--- src/rtl/serial_arb_pkg.sv ---
// Shared types and line levels for the serial line arbiter.
package serial_arb_pkg;

    typedef enum logic [2:0] {
        S_IDLE,
        S_START,
        S_DATA,
        S_PARITY,
        S_GAP
    } state_t;

    localparam logic START_BIT = 1'b1;
    localparam logic IDLE_LVL  = 1'b0;

endpackage

--- src/rtl/rr_pick.sv ---
// Combinational round-robin pick: first set request strictly after ptr, wrapping to 0.
module rr_pick #(
    parameter int N_REQ = 4,
    parameter int IDX_W = (N_REQ > 1) ? $clog2(N_REQ) : 1
) (
    input  logic [N_REQ-1:0] req,
    input  logic [IDX_W-1:0] ptr,
    output logic [N_REQ-1:0] grant,
    output logic [IDX_W-1:0] idx,
    output logic             any
);

    logic [IDX_W-1:0] cand;

    // Scanning ptr+1 .. ptr+N_REQ puts the last winner at lowest priority.
    always_comb begin
        // NOTE: every output gets a default first so no path leaves a latch behind.
        grant = '0;
        idx   = '0;
        any   = 1'b0;
        cand  = '0;
        for (int i = 1; i <= N_REQ; i++) begin
            cand = IDX_W'((int'(ptr) + i) % N_REQ);
            if (!any && req[cand]) begin
                any         = 1'b1;
                idx         = cand;
                grant[cand] = 1'b1;
            end
        end
    end

endmodule

--- src/rtl/serial_line_arbiter.sv ---
// Round-robin arbiter that frames one requester word at a time onto a serial line.
// Define SERIAL_ARB_PARITY_EN to append an even-parity bit after the data bits.
module serial_line_arbiter
    import serial_arb_pkg::*;
#(
    parameter int N_REQ   = 4,
    parameter int WORD_W  = 8,
    parameter int GAP_CYC = 1
) (
    input  logic                      clk,
    input  logic                      reset,
    input  logic [N_REQ-1:0]          req_i,
    input  logic [N_REQ*WORD_W-1:0]   data_i,
    output logic [N_REQ-1:0]          ack_o,
    output logic [N_REQ-1:0]          grant_o,
    output logic                      ser_out,
    output logic                      ser_valid,
    output logic                      busy
);

    localparam int IDX_W = $clog2(N_REQ);
    localparam int CNT_W = $clog2(WORD_W);
    localparam int GAP_W = (GAP_CYC > 1) ? $clog2(GAP_CYC) : 1;

    state_t            state;
    logic [IDX_W-1:0]  ptr;
    logic [CNT_W-1:0]  bit_cnt;
    logic [GAP_W-1:0]  gap_cnt;
    logic [WORD_W-1:0] shift_q;
    logic [WORD_W-1:0] pick_word;
    logic [N_REQ-1:0]  pick_grant;
    logic [IDX_W-1:0]  pick_idx;
    logic              pick_any;
    logic              arb_slot;
`ifdef SERIAL_ARB_PARITY_EN
    logic              parity_q;
`endif

    rr_pick #(.N_REQ(N_REQ), .IDX_W(IDX_W)) u_pick (
        .req   (req_i),
        .ptr   (ptr),
        .grant (pick_grant),
        .idx   (pick_idx),
        .any   (pick_any)
    );

    always_comb begin
        pick_word = '0;
        for (int k = 0; k < N_REQ; k++) begin
            if (pick_grant[k]) pick_word = data_i[k*WORD_W +: WORD_W];
        end
    end

    // Arbitration happens while idle and on the last gap cycle (back-to-back frames).
    assign arb_slot = (state == S_IDLE) || (state == S_GAP && gap_cnt == '0);

    // NOTE: the shift register is pure datapath, always loaded before use, so it carries no reset.
    always_ff @(posedge clk) begin
        if (arb_slot && pick_any) begin
            shift_q <= pick_word;
`ifdef SERIAL_ARB_PARITY_EN
            parity_q <= ^pick_word;
`endif
        end else if (state == S_START || state == S_DATA) begin
            shift_q <= shift_q << 1;
        end
    end

    // NOTE: all state updates use non-blocking assignments so every register sees pre-edge values.
    always_ff @(posedge clk) begin
        if (reset) begin
            state     <= S_IDLE;
            ptr       <= IDX_W'(N_REQ - 1);
            bit_cnt   <= '0;
            gap_cnt   <= '0;
            ack_o     <= '0;
            grant_o   <= '0;
            ser_out   <= IDLE_LVL;
            ser_valid <= 1'b0;
            busy      <= 1'b0;
        end else begin
            ack_o <= '0;
            if (arb_slot) begin
                if (pick_any) begin
                    state     <= S_START;
                    ptr       <= pick_idx;
                    ack_o     <= pick_grant;
                    grant_o   <= pick_grant;
                    ser_out   <= START_BIT;
                    ser_valid <= 1'b1;
                    busy      <= 1'b1;
                end else begin
                    state     <= S_IDLE;
                    grant_o   <= '0;
                    ser_out   <= IDLE_LVL;
                    ser_valid <= 1'b0;
                    busy      <= 1'b0;
                end
            end else begin
                case (state)
                    S_START: begin
                        state   <= S_DATA;
                        ser_out <= shift_q[WORD_W-1];
                        bit_cnt <= CNT_W'(WORD_W - 1);
                    end
                    S_DATA: begin
                        if (bit_cnt != '0) begin
                            ser_out <= shift_q[WORD_W-1];
                            bit_cnt <= bit_cnt - 1'b1;
                        end else begin
`ifdef SERIAL_ARB_PARITY_EN
                            state   <= S_PARITY;
                            ser_out <= parity_q;
`else
                            state     <= S_GAP;
                            ser_out   <= IDLE_LVL;
                            ser_valid <= 1'b0;
                            gap_cnt   <= GAP_W'(GAP_CYC - 1);
`endif
                        end
                    end
                    S_PARITY: begin
                        state     <= S_GAP;
                        ser_out   <= IDLE_LVL;
                        ser_valid <= 1'b0;
                        gap_cnt   <= GAP_W'(GAP_CYC - 1);
                    end
                    S_GAP:   gap_cnt <= gap_cnt - 1'b1;
                    default: state   <= S_IDLE;
                endcase
            end
        end
    end

endmodule
--- config.mk ---
export PLATFORM = sky130hd
export DESIGN_NAME = serial_line_arbiter
export DESIGN_NICKNAME = d
export VERILOG_FILES = /design/src/rtl/serial_arb_pkg.sv /design/src/rtl/rr_pick.sv /design/src/rtl/serial_line_arbiter.sv
export SDC_FILE = /design/constraint.sdc
export NUM_CORES = 1
export LEC_CHECK = 0
export CAP_MARGIN = 20
export CORE_MARGIN = 2
export CORE_UTILIZATION = 45
export CTS_CLUSTER_DIAMETER = 30
export CTS_CLUSTER_SIZE = 14
export DETAILED_ROUTE_END_ITERATION = 7
export GPL_ROUTABILITY_DRIVEN = 0
export HOLD_SLACK_MARGIN = 0.1
export PLACE_DENSITY = 0.74
export SETUP_SLACK_MARGIN = 0.5
export SYNTH_ARGS = -nofsm -noshare
export SYNTH_HDL_FRONTEND = slang
export SYNTH_HIERARCHICAL = 1
export SYNTH_SLANG_ARGS = --single-unit
--- constraint.sdc ---
create_clock -name clk -period 4.6 [get_ports clk]
set_input_delay 0.69 -clock clk [delete_from_list [all_inputs] [get_ports clk]]
set_output_delay 0.69 -clock clk [all_outputs]
set_load 0.01 [all_outputs]
==> results of run 1 <==
[kinds of logic (layout without fill, tap and decap cells)]
kind of cell | after synthesis | after routing
AO/OA/AOI/OAI | 68 | 68
XOR/XNOR | 1 | 1
adder cells (fa/ha/maj) | 10 | 10
buffers and inverters | 31 | 67
flip-flops | 28 | 28
multiplexers | 6 | 6
AND/OR/NAND/NOR | 87 | 87
[power by group]
part | internal, mW | switching [mW]
clock | 0.0765 | 0.0726
combinational | 0.223 | 0.287
sequential | 0.334 | 0.0356
[area by class of cell]
type	instances	area [um^2]
fillers	403	1812
well taps	52	65.06
inverters	13	48.80
repair buffers	50	493.0
multi-input cells	172	1180
flip-flops and latches	28	640.6
clock buffers	4	55.05
[metal layers]
metal  global-route usage (%)  vias to the layer above  routed length (um)
li1                         -                      935                   -
met1                    27.57                      858                2154
met2                    34.39                       60                2441
met3                    2.020                        2                 239
met4                    7.051                        0                  31
met5                        0                        -                   0
[final timing paths]
| path | cells after the start | to | startpoint | slack, ns |
|---|---|---|---|---|
| setup / recovery | 9 | shift_q[5]$_DFFE_PP_ | ptr[1]$_SDFFE_PP1P_ | 0.88 |
| hold / removal | 2 | grant_o[0]$_SDFFE_PP0P_ | grant_o[0]$_SDFFE_PP0P_ | 0.46 |
| setup reg to reg | 9 | shift_q[5]$_DFFE_PP_ | ptr[1]$_SDFFE_PP1P_ | 0.88 |
| hold reg to reg | 2 | grant_o[0]$_SDFFE_PP0P_ | grant_o[0]$_SDFFE_PP0P_ | 0.46 |
[worst max-delay path: stages (launching register included)]
cell	delay, ns
sky130_fd_sc_hd__dfxtp_1	0.59
sky130_fd_sc_hd__inv_1	0.25
sky130_fd_sc_hd__ha_1	0.57
sky130_fd_sc_hd__inv_1	0.24
sky130_fd_sc_hd__a31oi_1	0.39
sky130_fd_sc_hd__o31ai_1	0.10
sky130_fd_sc_hd__or3_1	0.51
sky130_fd_sc_hd__or2_2	0.42
sky130_fd_sc_hd__a221oi_1	0.25
sky130_fd_sc_hd__o31ai_1	0.12
[Yosys cell counts, types with 2 or more instances]
| master | count | area share [%] |
|---|---|---|
| sky130_fd_sc_hd__inv_1 | 12 | 2.3 |
| sky130_fd_sc_hd__ha_1 | 10 | 6.3 |
| sky130_fd_sc_hd__edfxtp_1 | 8 | 12 |
| sky130_fd_sc_hd__o31ai_1 | 10 | 3.8 |
| sky130_fd_sc_hd__a2111o_1 | 4 | 2.3 |
| sky130_fd_sc_hd__a221oi_1 | 7 | 3.1 |
| sky130_fd_sc_hd__nand2b_1 | 4 | 1.3 |
| sky130_fd_sc_hd__a211oi_1 | 8 | 3.0 |
| sky130_fd_sc_hd__a211o_1 | 2 | 0.89 |
| sky130_fd_sc_hd__and3_1 | 2 | 0.63 |
| sky130_fd_sc_hd__o22ai_1 | 6 | 1.9 |
| sky130_fd_sc_hd__nand4_1 | 6 | 1.9 |
| sky130_fd_sc_hd__nand2_1 | 29 | 5.5 |
| sky130_fd_sc_hd__buf_6 | 4 | 2.3 |
| sky130_fd_sc_hd__nor2b_1 | 2 | 0.63 |
| sky130_fd_sc_hd__nor2_1 | 17 | 3.2 |
| sky130_fd_sc_hd__mux4_2 | 2 | 2.3 |
| sky130_fd_sc_hd__a31oi_1 | 5 | 1.6 |
| sky130_fd_sc_hd__nor3_1 | 2 | 0.51 |
| sky130_fd_sc_hd__and2_1 | 3 | 0.95 |
| sky130_fd_sc_hd__mux2i_1 | 3 | 1.5 |
| sky130_fd_sc_hd__nand3_1 | 8 | 2.0 |
| sky130_fd_sc_hd__clkbuf_1 | 9 | 1.7 |
| sky130_fd_sc_hd__nor3b_1 | 3 | 1.1 |
| sky130_fd_sc_hd__a21oi_1 | 12 | 3.0 |
| sky130_fd_sc_hd__dfxtp_1 | 20 | 20 |
| sky130_fd_sc_hd__o21ai_0 | 5 | 1.3 |
| sky130_fd_sc_hd__or3_1 | 4 | 1.3 |
| sky130_fd_sc_hd__buf_2 | 5 | 1.3 |
[metrics by stage]
stage                     setup WS [ns]  cell area [um^2]
after floorplan                   1.228              1971
after global placement           0.7503              2420
after detailed placement         0.6732              2420
after CTS                        0.7123              2475
after global routing             0.5534              2482
final                            0.8835              2482
[sequential cells by signal, indices dropped and copies added (netlist names)]
signal,flops
ack_o,4
state,3
ptr,2
ser_out,1
bit_cnt,3
gap_cnt,1
grant_o,4
shift_q,8
busy,1
ser_valid,1
[repair_timing]
item | 4_1_cts | 5_1_grt
endpoints found under the setup margin | 0 | 7
hold buffers | 0 | 0
setup buffers | 0 | 0
endpoints found under the hold margin | 0 | 0
gates resized for setup | 0 | 1
==> results.md, run 1 <==
Run status:
- The run finished with clean final reports.

CTS:
- The CTS buffer count is 3.
- The clock passes through at most 2 buffers.
- The clock-pin slew on the worst setup and hold paths is roughly 0.090 ns.
- TritonCTS built the clock tree.
- CTS built an H-tree with a depth of 1.
- The insertion delay of the later-clocked pin in the worst-skew pair is between 0.2 and 0.3 ns.
- In this run the clock root is driven by a sky130_fd_sc_hd__clkbuf_8.
- For this design, the sink count on the clock tree is 28.

Placement:
- The count of buffers inserted at the top-level ports is between 40 and 50.
- In this run, placement finished with an instance count of around 310.
- The placed wire-length estimate after detailed placement is about 3.5 mm.

Layout:
- 0 antenna diodes ended up in the layout.
- The area growth from synthesis to layout is 25.97%.
- The share of the core filled with cells in the final layout is between 50% and 60%.
- The library cells used most frequently in the layout, excluding fill and tap cells, are sky130_fd_sc_hd__clkdlybuf4s50_1 (48), sky130_fd_sc_hd__nand2_1 (29), sky130_fd_sc_hd__dfxtp_1 (20).
- The fraction of final layout cells with drive strength greater than 1 is roughly 6.4%.
- The final net count is about 320.
- The most common cell after layout, fill and taps aside is sky130_fd_sc_hd__clkdlybuf4s50_1.
- The post-route non-filler standard cell count is ~320.

Route:
- After detailed routing, the average wire length per cell comes to 15.25 um.
- The via density per instance is 5.815.
- The final routed DRC violation total is 0.
- The number of violations reported at the end of detailed-routing iteration 0 is 151.
- The first-pass iteration count of the detailed router is 4.
- The routed wire length is slightly below 5 mm.
- The detail route stage leaves a number of antenna-violating nets equal to 0.
- The total via count in the routed design is 1855.

Timing:
- Static timing analysis puts the maximum clock frequency at around 270 MHz.
- The setup TNS is 0 ns.
- The worst path in the final design needs a cycle of around 3.7 ns, including I/O delays and setup.
- Final hold analysis gives a worst-case slack of between 0.4 and 0.5 ns.
- The worst-margin pin slew is around 0.55 ns.
- Setup repair after global routing left no endpoint under its margin.
- The final max-slew violation count was 0.
- Measured against its own limit, the worst slew margin works out to 62.55%.
- The number of failing hold endpoints at the final stage is 0.
- Setup violations remaining at the end of the flow were counted as 0.
- Between clock sinks in the finished design, the worst skew comes to ~0.0019 ns.
- The final period utilization is about four fifths.

Yosys:
- The number of different library cells in the post-synthesis netlist is 48.
- The synthesized netlist devotes under 10% of its cell area to adder and majority cells.
- During synthesis, Yosys emitted a total of 6 warnings.
- For this run, the leading register cell type out of synthesis is sky130_fd_sc_hd__dfxtp_1.
- The largest family of logic cells by synthesized area is compound AO/OA/AOI/OAI gates.
- Summing the sequential cell areas from Yosys gives ~33% of the chip area.
- The synthesized area divided by synthesized cell count is approximately 8.5 um^2.
- After technology mapping, the gate count stands at 231.
- The number of flip-flops and latches in the synthesized netlist is 28.
- The compound-cell area share of the yosys netlist is between 20% and 30%.
- The mapped netlist covers between 0.0015 and 0.002 mm^2.
- The share of synthesized flip-flops with an asynchronous set or reset is 0%.
- Measured against the total synthesized area, the mux share comes to about 4.4%.
- In this run, synthesis inferred 8 flip-flops with an integrated enable.
- When the netlist entered floorplanning its net count stood at ~280.
- After Yosys synthesis, XOR and XNOR cells account for less than 1% of the synthesized area.
- Summing the areas of all and, or, nand and nor instances in the mapped netlist gives 22.16% of the synthesized area.

Die:
- The number of cell rows is 24.
- just under 50 I/O pins were placed.
- The floorplan die height is roughly 70 um.
- The core region is between 0.004 and 0.005 mm^2.
- From left edge to right edge, the die measures 70.18 um.
- For this configuration, the core starts out at a cell density of 45.89%.
- The total die area is between 0.004 and 0.005 mm^2.

Worst setup path:
- The startpoint kind of the worst setup timing path is a flop.
- In this run the worst path has a maximum fanout of 11.
- At the worst endpoint, the required time is roughly 4.6 ns.
- The sort of element at the end of the critical path is a flop.
- The arrival time at the worst endpoint is between 3 and 4 ns.
- The critical path is of the reg -> reg type.

Pwr:
- Across the VDD grid, the largest voltage drop is around 0.17 mV.
- The total power after layout is between 1 and 1.5 mW.
- Power spread over the standard cell area amounts to 414.1 mW/mm^2.
- In this run the static leakage power is about 0.95 nW.

Global routing:
- The global-route usage over all layers is 20.51%.
- The number of antenna violations at the first check in global routing is 0.
- The wire length of the first global-routing pass is 8.197 mm.
- The largest net degree at the start of global routing is 23.
- The number of global-route vias before repair is 1744.
- The total overflow left after global routing is 0.

Min path:
- The class of the most critical hold timing path is reg -> reg.

Flow run:
- Across the run, the number of max-cap violations was 0.
Note: power is estimated with default switching activity, not from simulation.
==> run 2: changes to the inputs <==
- clock period: 4.6 -> 3.85 ns (I/O delays scaled with it)
==> run 2 against run 1 <==
Via count up 5.4%. Global-route usage shrank 0.67 points. Setup slack worse by 0.20 ns. Routed wire length is 5.9% higher. Die area unchanged. Register-to-register slack got worse by 0.06 ns. Design area grew 4.2%. Sequential power up 18%. Flip-flop and latch count is the same. Utilization is 2.4 points higher. Largest cell class unchanged. Highest routed layer unchanged.
==> results.md, run 2 (same netlist as run 1, synthesis figures left out) <==
Die:
- The floorplan die height is 70.18 um (unchanged).
- The I/O pin count is 49 (unchanged).
- The width of the die came to 70.18 um (unchanged).
- The placeable core area was 0.004294 mm^2 (unchanged).
- The initial core utilization is 45.89% (unchanged).
- The number of cell rows came to 24 (unchanged).
- The total die area came to 0.004925 mm^2 (unchanged).

Worst setup path:
- The slowest stage cell on the critical path is sky130_fd_sc_hd__mux2i_1 (was sky130_fd_sc_hd__dfxtp_1).
- The family with the most delay on the worst path is simple AND/OR/NAND/NOR gates (unchanged).
- The maximum fanout along the worst path came to 11 (unchanged).
- The arrival time at the worst endpoint was 3.19 ns (was 3.72 ns).
- The startpoint kind of the worst setup timing path is an input pin (was flop).
- The count of buffering cells on the critical path with inverters included is 2 (unchanged).
- The sort of element at the end of the critical path is a flop (unchanged).
- The delay contributed by the slowest stage of the critical path is 0.48 ns (was 0.59 ns).
- The critical path class is in -> reg (was reg -> reg).
- CP Cell Sequence: clkdlybuf4s50_1, buf_4, mux2i_1, nand2b_1, o311ai_0, or3_1, or2_2, a221oi_1, o31ai_1 (was inv_1, ha_1, inv_1, a31oi_1, o31ai_1, or3_1, or2_2, a221oi_1, o31ai_1).
- The worst endpoint required time is 3.87 ns (was 4.61 ns).

Timing:
- The clock period could shrink to 3.162 ns.
- The worst hold-check slack is 0.4539 ns (was 0.4594 ns).
- RSZ-0062 raised after global routing: no (unchanged).
- The final clock skew came to 0.001751 ns (was 0.001935 ns).
- The final max-slew violation count was 0 (unchanged).
- For this run, the top clock speed supported by timing is 316.2 MHz.
- The setup slack after layout came to 0.6877 ns (was 0.8835 ns).
- The final period utilization is roughly 82%.
- The setup TNS is 0 ns (unchanged).
- The worst-margin pin slew is 0.6310 ns (was 0.5461 ns).
- The count of endpoints failing setup in the final report is 0 (unchanged).
- The number of failing hold endpoints at the final stage is 0 (unchanged).
- The worst max-slew margin expressed relative to the limit came to 57.49% (was 62.55%).

Pwr:
- The static leakage came to 1.019 nW (was 0.9483 nW).
- The power density of the placed cells was 497.8 mW/mm^2 (was 414.1 mW/mm^2).
- The total power after layout is 1.288 mW (was 1.028 mW).
- The peak ir drop on the vdd network is 0.1898 mV (was 0.1658 mV).

CTS:
- The maximum clock path buffer count is 2 (unchanged).
- The clock-pin slew on the worst setup and hold paths came to 0.10 ns (was 0.09 ns).
- The TritonCTS clock tree is yes (unchanged).
- The level count of the clock H-tree was 1 (unchanged).
- The quantity of hold-fixing buffers added after cts came to 0 (unchanged).
- The library cell used as clock root buffer was sky130_fd_sc_hd__clkbuf_8 (unchanged).
- The CTS buffer count is 3 (unchanged).
- The number of clock sinks is 28 (unchanged).
- The insertion delay of the later-clocked pin in the worst-skew pair is 0.28 ns (was 0.27 ns).

Placement:
- The placed wire-length estimate after detailed placement is 3.599 mm (was 3.546 mm).
- The pre-CTS setup slack is 0.3042 ns (was 0.6732 ns).
- The count of buffers inserted at the top-level ports is 48 (unchanged).

Min path:
- The class of the most critical hold timing path is reg -> reg (unchanged).

Global routing:
- The residual overflow from global routing is 0 (unchanged).
- The largest net degree at the start of global routing is 23 (unchanged).
- The most heavily used metal layer in global routing was met2 (unchanged).
- The global-route usage over all layers was 19.84% (was 20.51%).
- The number of global-route vias before repair came to 1718 (was 1744).
- The fraction of met2 tracks used by global routing came to 32.49% (was 34.39%).
- The number of antenna violations at the first check in global routing is 0 (unchanged).
- The met3 usage in global routing is 2.309% (was 2.020%).
- The wire length of the first global-routing pass is 8.052 mm (was 8.197 mm).
- The met1 track demand over resource in global routing came to 27.15% (was 27.57%).

Route:
- The number of nets still failing antenna checks after routing came to 0 (unchanged).
- The routed wire length is 5.154 mm (was 4.866 mm).
- The total via count in the routed design is 1956 (was 1855).
- The first-pass iteration count of the detailed router is 4 (unchanged).
- The via density per instance is 5.982 (was 5.815).
- The final routed DRC violation total is 0 (unchanged).
- The wire length per cell is 15.76 um (was 15.25 um).
- The number of violations reported at the end of detailed-routing iteration 0 is 137 (was 151).

Layout:
- The final net count was 324 (was 316).
- The area growth from synthesis to layout is 31.24% (was 25.97%).
- Top Registers: shift_q (8), ack_o (4), grant_o (4) (unchanged).
- The number of flip-flops under the largest register name is 8 (unchanged).
- The largest register by flop count is shift_q (unchanged).
- Most frequent cells in the layout: sky130_fd_sc_hd__clkdlybuf4s50_1 (46), sky130_fd_sc_hd__nand2_1 (29), sky130_fd_sc_hd__dfxtp_1 (20) (was sky130_fd_sc_hd__clkdlybuf4s50_1 (48), sky130_fd_sc_hd__nand2_1 (29), sky130_fd_sc_hd__dfxtp_1 (20)).
- The fraction of final layout cells with drive strength greater than 1 came to 9.091% (was 6.367%).
- The most common cell after layout, fill and taps aside is sky130_fd_sc_hd__clkdlybuf4s50_1 (unchanged).
- The number of inserted diodes is 0 (unchanged).

Flow run:
- The max-capacitance violation count is 0 (unchanged).

Run status:
- Result of the run: complete, no violations (unchanged).
run 2: cell types whose count changed in the layout (fill, tap and decap cells not counted), sizes merged:
cell and delta:
buf +7, mux4 +1, dlymetal6s2s +2, clkdlybuf4s50 -2
run 2: what timing repair did:
item | 4_1_cts | 5_1_grt
resized for setup | 0 | 4
setup endpoints to repair | 0 | 8
setup buffers | 0 | 1
endpoints found under the hold margin | 0 | 0
run 2: final timing paths:
kind,from,to,slack [ns],depth (start not counted)
max,req_i[0],shift_q[7]$_DFFE_PP_,0.69,9
max reg2reg,ptr[0]$_SDFFE_PP1P_,shift_q[7]$_DFFE_PP_,0.82,9
min reg2reg,grant_o[1]$_SDFFE_PP0P_,grant_o[1]$_SDFFE_PP0P_,0.45,2
min,grant_o[1]$_SDFFE_PP0P_,grant_o[1]$_SDFFE_PP0P_,0.45,2
run 2: worst min-delay path: stages, from the launching register on:
cell                      delay [ns]
sky130_fd_sc_hd__dfxtp_1        0.32
sky130_fd_sc_hd__nand2_1        0.05
sky130_fd_sc_hd__a21oi_1        0.05
run 2: where the power goes:
| group | internal, mW | switching [mW] |
|---|---|---|
| registers | 0.399 | 0.0366 |
| clock network | 0.113 | 0.0979 |
| logic | 0.292 | 0.349 |
| total | 0.805 | 0.483 |
run 2: cell type report:
type	count	area, um^2
inverter	13	48.80
tap	52	65.06
multi-input combinational	173	1212
sequential	28	640.6
timing repair buffer	57	553.0
fill	395	1708
clock buffer	4	66.31
run 2: metal layers:
layer / share of wire, % / wire length, um / vias up
met3: 5.2 / 268 / 10
met4: 1.3 / 65 / 0
met5: 0 / 0 / -
met1: 44 / 2257 / 912
met2: 50 / 2562 / 76
li1: - / - / 958
run 2: through the flow:
step           instances  cell area, um^2  utilization, %
2_1_floorplan        231             1972               -
3_3_place_gp         320             2465           57.40
3_5_place_dp         321             2472           57.58
4_1_cts              325             2539           59.12
5_1_grt              327             2586           60.23
6_report             327             2586           60.23
==> run 3: changes to the inputs <==
- clock period: 3.85 -> 3.01 ns (I/O delays scaled with it)
==> run 3 against run 2 <==
Clock-buffer cell count unchanged. Clock power increased by 24%. Critical path depth fell by 1. Sequential share of layout area is 3.1 points lower. Via count increased by 4.3%. Critical endpoint is now shift_q[5]$_DFFE_PP_. Routed wire length increased by 9.2%. Die area unchanged. Highest routed layer unchanged. Global-route usage rose by 3.3 points. Non-clock buffer count is 30 higher. Setup slack worse by 0.35 ns.
==> results.md, run 3 (same netlist as run 1, synthesis figures left out) <==
Run status:
- Result of the run: complete, no violations (unchanged).

Timing:
- Static timing analysis puts the maximum clock frequency at roughly 370 MHz.
- The setup slack after layout is 0.3397 ns (was 0.6877 ns).
- RSZ-0062 raised after global routing: yes (was no).
- The final clock skew is 0.005422 ns (was 0.001751 ns).
- Of the available clock period, the critical path in the final layout requires 88.71%.
- The time the final worst path needs with I/O delays and setup is 2.670 ns.
- The worst-margin pin slew was 0.7059 ns (was 0.6310 ns).
- The count of endpoints failing setup in the final report was 0 (unchanged).
- The worst hold-check slack came to 0.4559 ns (was 0.4539 ns).
- The worst max-slew margin expressed relative to the limit is 52.44% (was 57.49%).
- The final max-slew violation count came to 0 (unchanged).
- The number of failing hold endpoints at the final stage is 0 (unchanged).

Die:
- The placeable core area is 0.004294 mm^2 (unchanged).
- The number of cell rows is 24 (unchanged).
- The floorplan die height is 70.18 um (unchanged).
- The total die area was 0.004925 mm^2 (unchanged).
- The width of the die is 70.18 um (unchanged).
- The initial core utilization came to 45.89% (unchanged).
- The I/O pin count was 49 (unchanged).

Placement:
- The count of buffers inserted at the top-level ports is 48 (unchanged).
- The placed wire-length estimate after detailed placement is 3.727 mm (was 3.599 mm).
- The standard cell area after detailed placement is 0.002651 mm^2 (was 0.002472 mm^2).
- The pre-CTS setup slack is -0.1193 ns (was 0.3042 ns).

Route:
- The number of nets still failing antenna checks after routing is 0 (unchanged).
- The first-pass iteration count of the detailed router is 4 (unchanged).
- The routed wire length is 5.626 mm (was 5.154 mm).
- The number of violations reported at the end of detailed-routing iteration 0 is 152 (was 137).
- The total via count in the routed design came to 2040 (was 1956).
- The wire length per cell is 15.76 um (about the same).
- The final routed DRC violation total was 0 (unchanged).
- The via density per instance was 5.714 (was 5.982).

Global routing:
- The fraction of met2 tracks used by global routing is 39.89% (was 32.49%).
- The number of antenna violations at the first check in global routing is 0 (unchanged).
- The met3 usage in global routing is 2.309% (unchanged).
- The number of global-route vias before repair is 1966 (was 1718).
- The wire length of the first global-routing pass is 9.204 mm (was 8.052 mm).
- The residual overflow from global routing is 0 (unchanged).
- The most heavily used metal layer in global routing is met2 (unchanged).
- The met1 track demand over resource in global routing came to 29.91% (was 27.15%).
- The global-route usage over all layers is 23.14% (was 19.84%).
- The largest net degree at the start of global routing is 22 (was 23).

Worst setup path:
- The arrival time at the worst endpoint is 2.69 ns (was 3.19 ns).
- The cell count of the worst reg-to-reg path is 8 (was 9).
- The critical path class is reg -> reg (was in -> reg).
- The sort of element at the end of the critical path is a flop (unchanged).
- The internal reg-to-reg setup slack came to 0.34 ns (was 0.82 ns).
- The startpoint kind of the worst setup timing path is a flop (was input pin).
- The last element of the critical path is shift_q[5]$_DFFE_PP_ (was shift_q[7]$_DFFE_PP_).
- The maximum fanout along the worst path is 7 (was 11).
- The origin of the critical flop-to-flop path is ptr[0]$_SDFFE_PP1P_ (unchanged).
- The worst endpoint required time was 3.03 ns (was 3.87 ns).
- The start point of the critical path is ptr[0]$_SDFFE_PP1P_ (was req_i[0]).
- The critical register-to-register path endpoint was shift_q[5]$_DFFE_PP_ (was shift_q[7]$_DFFE_PP_).

Pwr:
- The static leakage was 1.196 nW (was 1.019 nW).
- The peak ir drop on the vdd network was 0.2829 mV (was 0.1898 mV).
- The power density of the placed cells is 654.5 mW/mm^2 (was 497.8 mW/mm^2).
- The total power after layout is 1.954 mW (was 1.288 mW).

Layout:
- The share of the core filled with cells in the final layout is 69.52% (was 60.23%).
- The final net count came to 354 (was 324).
- Top Registers: shift_q (8), ack_o (4), grant_o (4) (unchanged).
- The most common cell after layout, fill and taps aside is sky130_fd_sc_hd__clkdlybuf4s50_1 (unchanged).
- The largest register by flop count is shift_q (unchanged).
- The design area is 0.002985 mm^2 (was 0.002586 mm^2).
- The fraction of final layout cells with drive strength greater than 1 was 25.90% (was 9.091%).
- Most frequent cells in the layout: sky130_fd_sc_hd__clkdlybuf4s50_1 (44), sky130_fd_sc_hd__nand2_1 (28), sky130_fd_sc_hd__buf_4 (27) (was sky130_fd_sc_hd__clkdlybuf4s50_1 (46), sky130_fd_sc_hd__nand2_1 (29), sky130_fd_sc_hd__dfxtp_1 (20)).
- The number of flip-flops under the largest register name is 8 (unchanged).
- The area growth from synthesis to layout is 51.49% (was 31.24%).
- The number of inserted diodes came to 0 (unchanged).

CTS:
- The quantity of hold-fixing buffers added after cts came to 0 (unchanged).
- The TritonCTS clock tree was yes (unchanged).
- The number of clock sinks is 28 (unchanged).
- The maximum clock path buffer count is 2 (unchanged).
- The insertion delay of the later-clocked pin in the worst-skew pair came to 0.27 ns (was 0.28 ns).
- The level count of the clock H-tree is 1 (unchanged).
- The library cell used as clock root buffer is sky130_fd_sc_hd__clkbuf_8 (unchanged).
- The clock-pin slew on the worst setup and hold paths is 0.10 ns (about the same).
- The CTS buffer count is 3 (unchanged).

Min path:
- The class of the most critical hold timing path is reg -> reg (unchanged).

Flow run:
- The max-capacitance violation count came to 0 (unchanged).
-- run 3: changes by cell type in the layout (fill, tap and decap cells not counted), sizes merged --
cell / previous run / this run
clkinv: 1 / 0
dlymetal6s2s: 2 / 0
inv: 12 / 13
clkdlybuf4s50: 46 / 44
buf: 9 / 39
dlygate4sd2: 0 / 4
-- run 3: cell type report --
| type | count | area (um^2) |
|---|---|---|
| clock buffer | 4 | 66.31 |
| sequential | 28 | 645.6 |
| inverter | 13 | 51.30 |
| tap | 52 | 65.06 |
| timing repair buffer | 87 | 807.0 |
| multi-input combinational | 173 | 1350 |
| fill | 320 | 1309 |
-- run 3: timing repair --
action                                 CTS  global route
setup endpoints to repair                8            10
buffers inserted                        16             1
gates cloned                             1             0
pin swaps                               14             7
resized for setup                       22            13
endpoints found under the hold margin    0             0
-- run 3: power breakdown --
part           switching, mW  internal [mW]  leakage, nW  total [mW]
sequential            0.0556          0.513        0.249       0.568
clock                  0.117          0.145       0.0339       0.262
combinational          0.544          0.580        0.913        1.12
-- run 3: critical path: stages, from the launching register on --
cell,delay (ns)
sky130_fd_sc_hd__dfxtp_4,0.41
sky130_fd_sc_hd__buf_6,0.12
sky130_fd_sc_hd__buf_6,0.09
sky130_fd_sc_hd__mux4_2,0.56
sky130_fd_sc_hd__a2111o_1,0.51
sky130_fd_sc_hd__buf_6,0.15
sky130_fd_sc_hd__or2_4,0.27
sky130_fd_sc_hd__a221oi_2,0.19
sky130_fd_sc_hd__o31ai_1,0.10
-- run 3: metal layers --
metal | wire (um) | part of all wire (%) | vias up
met4 | 101 | 1.8 | 0
met1 | 2369 | 42 | 962
met5 | 0 | 0 | -
met2 | 2878 | 51 | 61
li1 | - | - | 1009
met3 | 277 | 4.9 | 8
-- run 3: how the worst min path moves through the flow --
stage	from	end	cells past startpoint
finish	grant_o[3]$_SDFFE_PP0P_	grant_o[3]$_SDFFE_PP0P_	2
global route	grant_o[1]$_SDFFE_PP0P_	grant_o[1]$_SDFFE_PP0P_	2
floorplan	bit_cnt[0]$_SDFFE_PP0P_	bit_cnt[0]$_SDFFE_PP0P_	1
detailed placement	grant_o[3]$_SDFFE_PP0P_	grant_o[3]$_SDFFE_PP0P_	2
CTS	grant_o[3]$_SDFFE_PP0P_	grant_o[3]$_SDFFE_PP0P_	2
global placement	grant_o[3]$_SDFFE_PP0P_	grant_o[3]$_SDFFE_PP0P_	2
-- run 3: stage by stage --
stage / TNS, ns / cells
2_1_floorplan: 0 / 231
3_3_place_gp: -0.2599 / 334
3_5_place_dp: -0.6887 / 335
4_1_cts: 0 / 356
5_1_grt: 0 / 357
6_report: 0 / 357
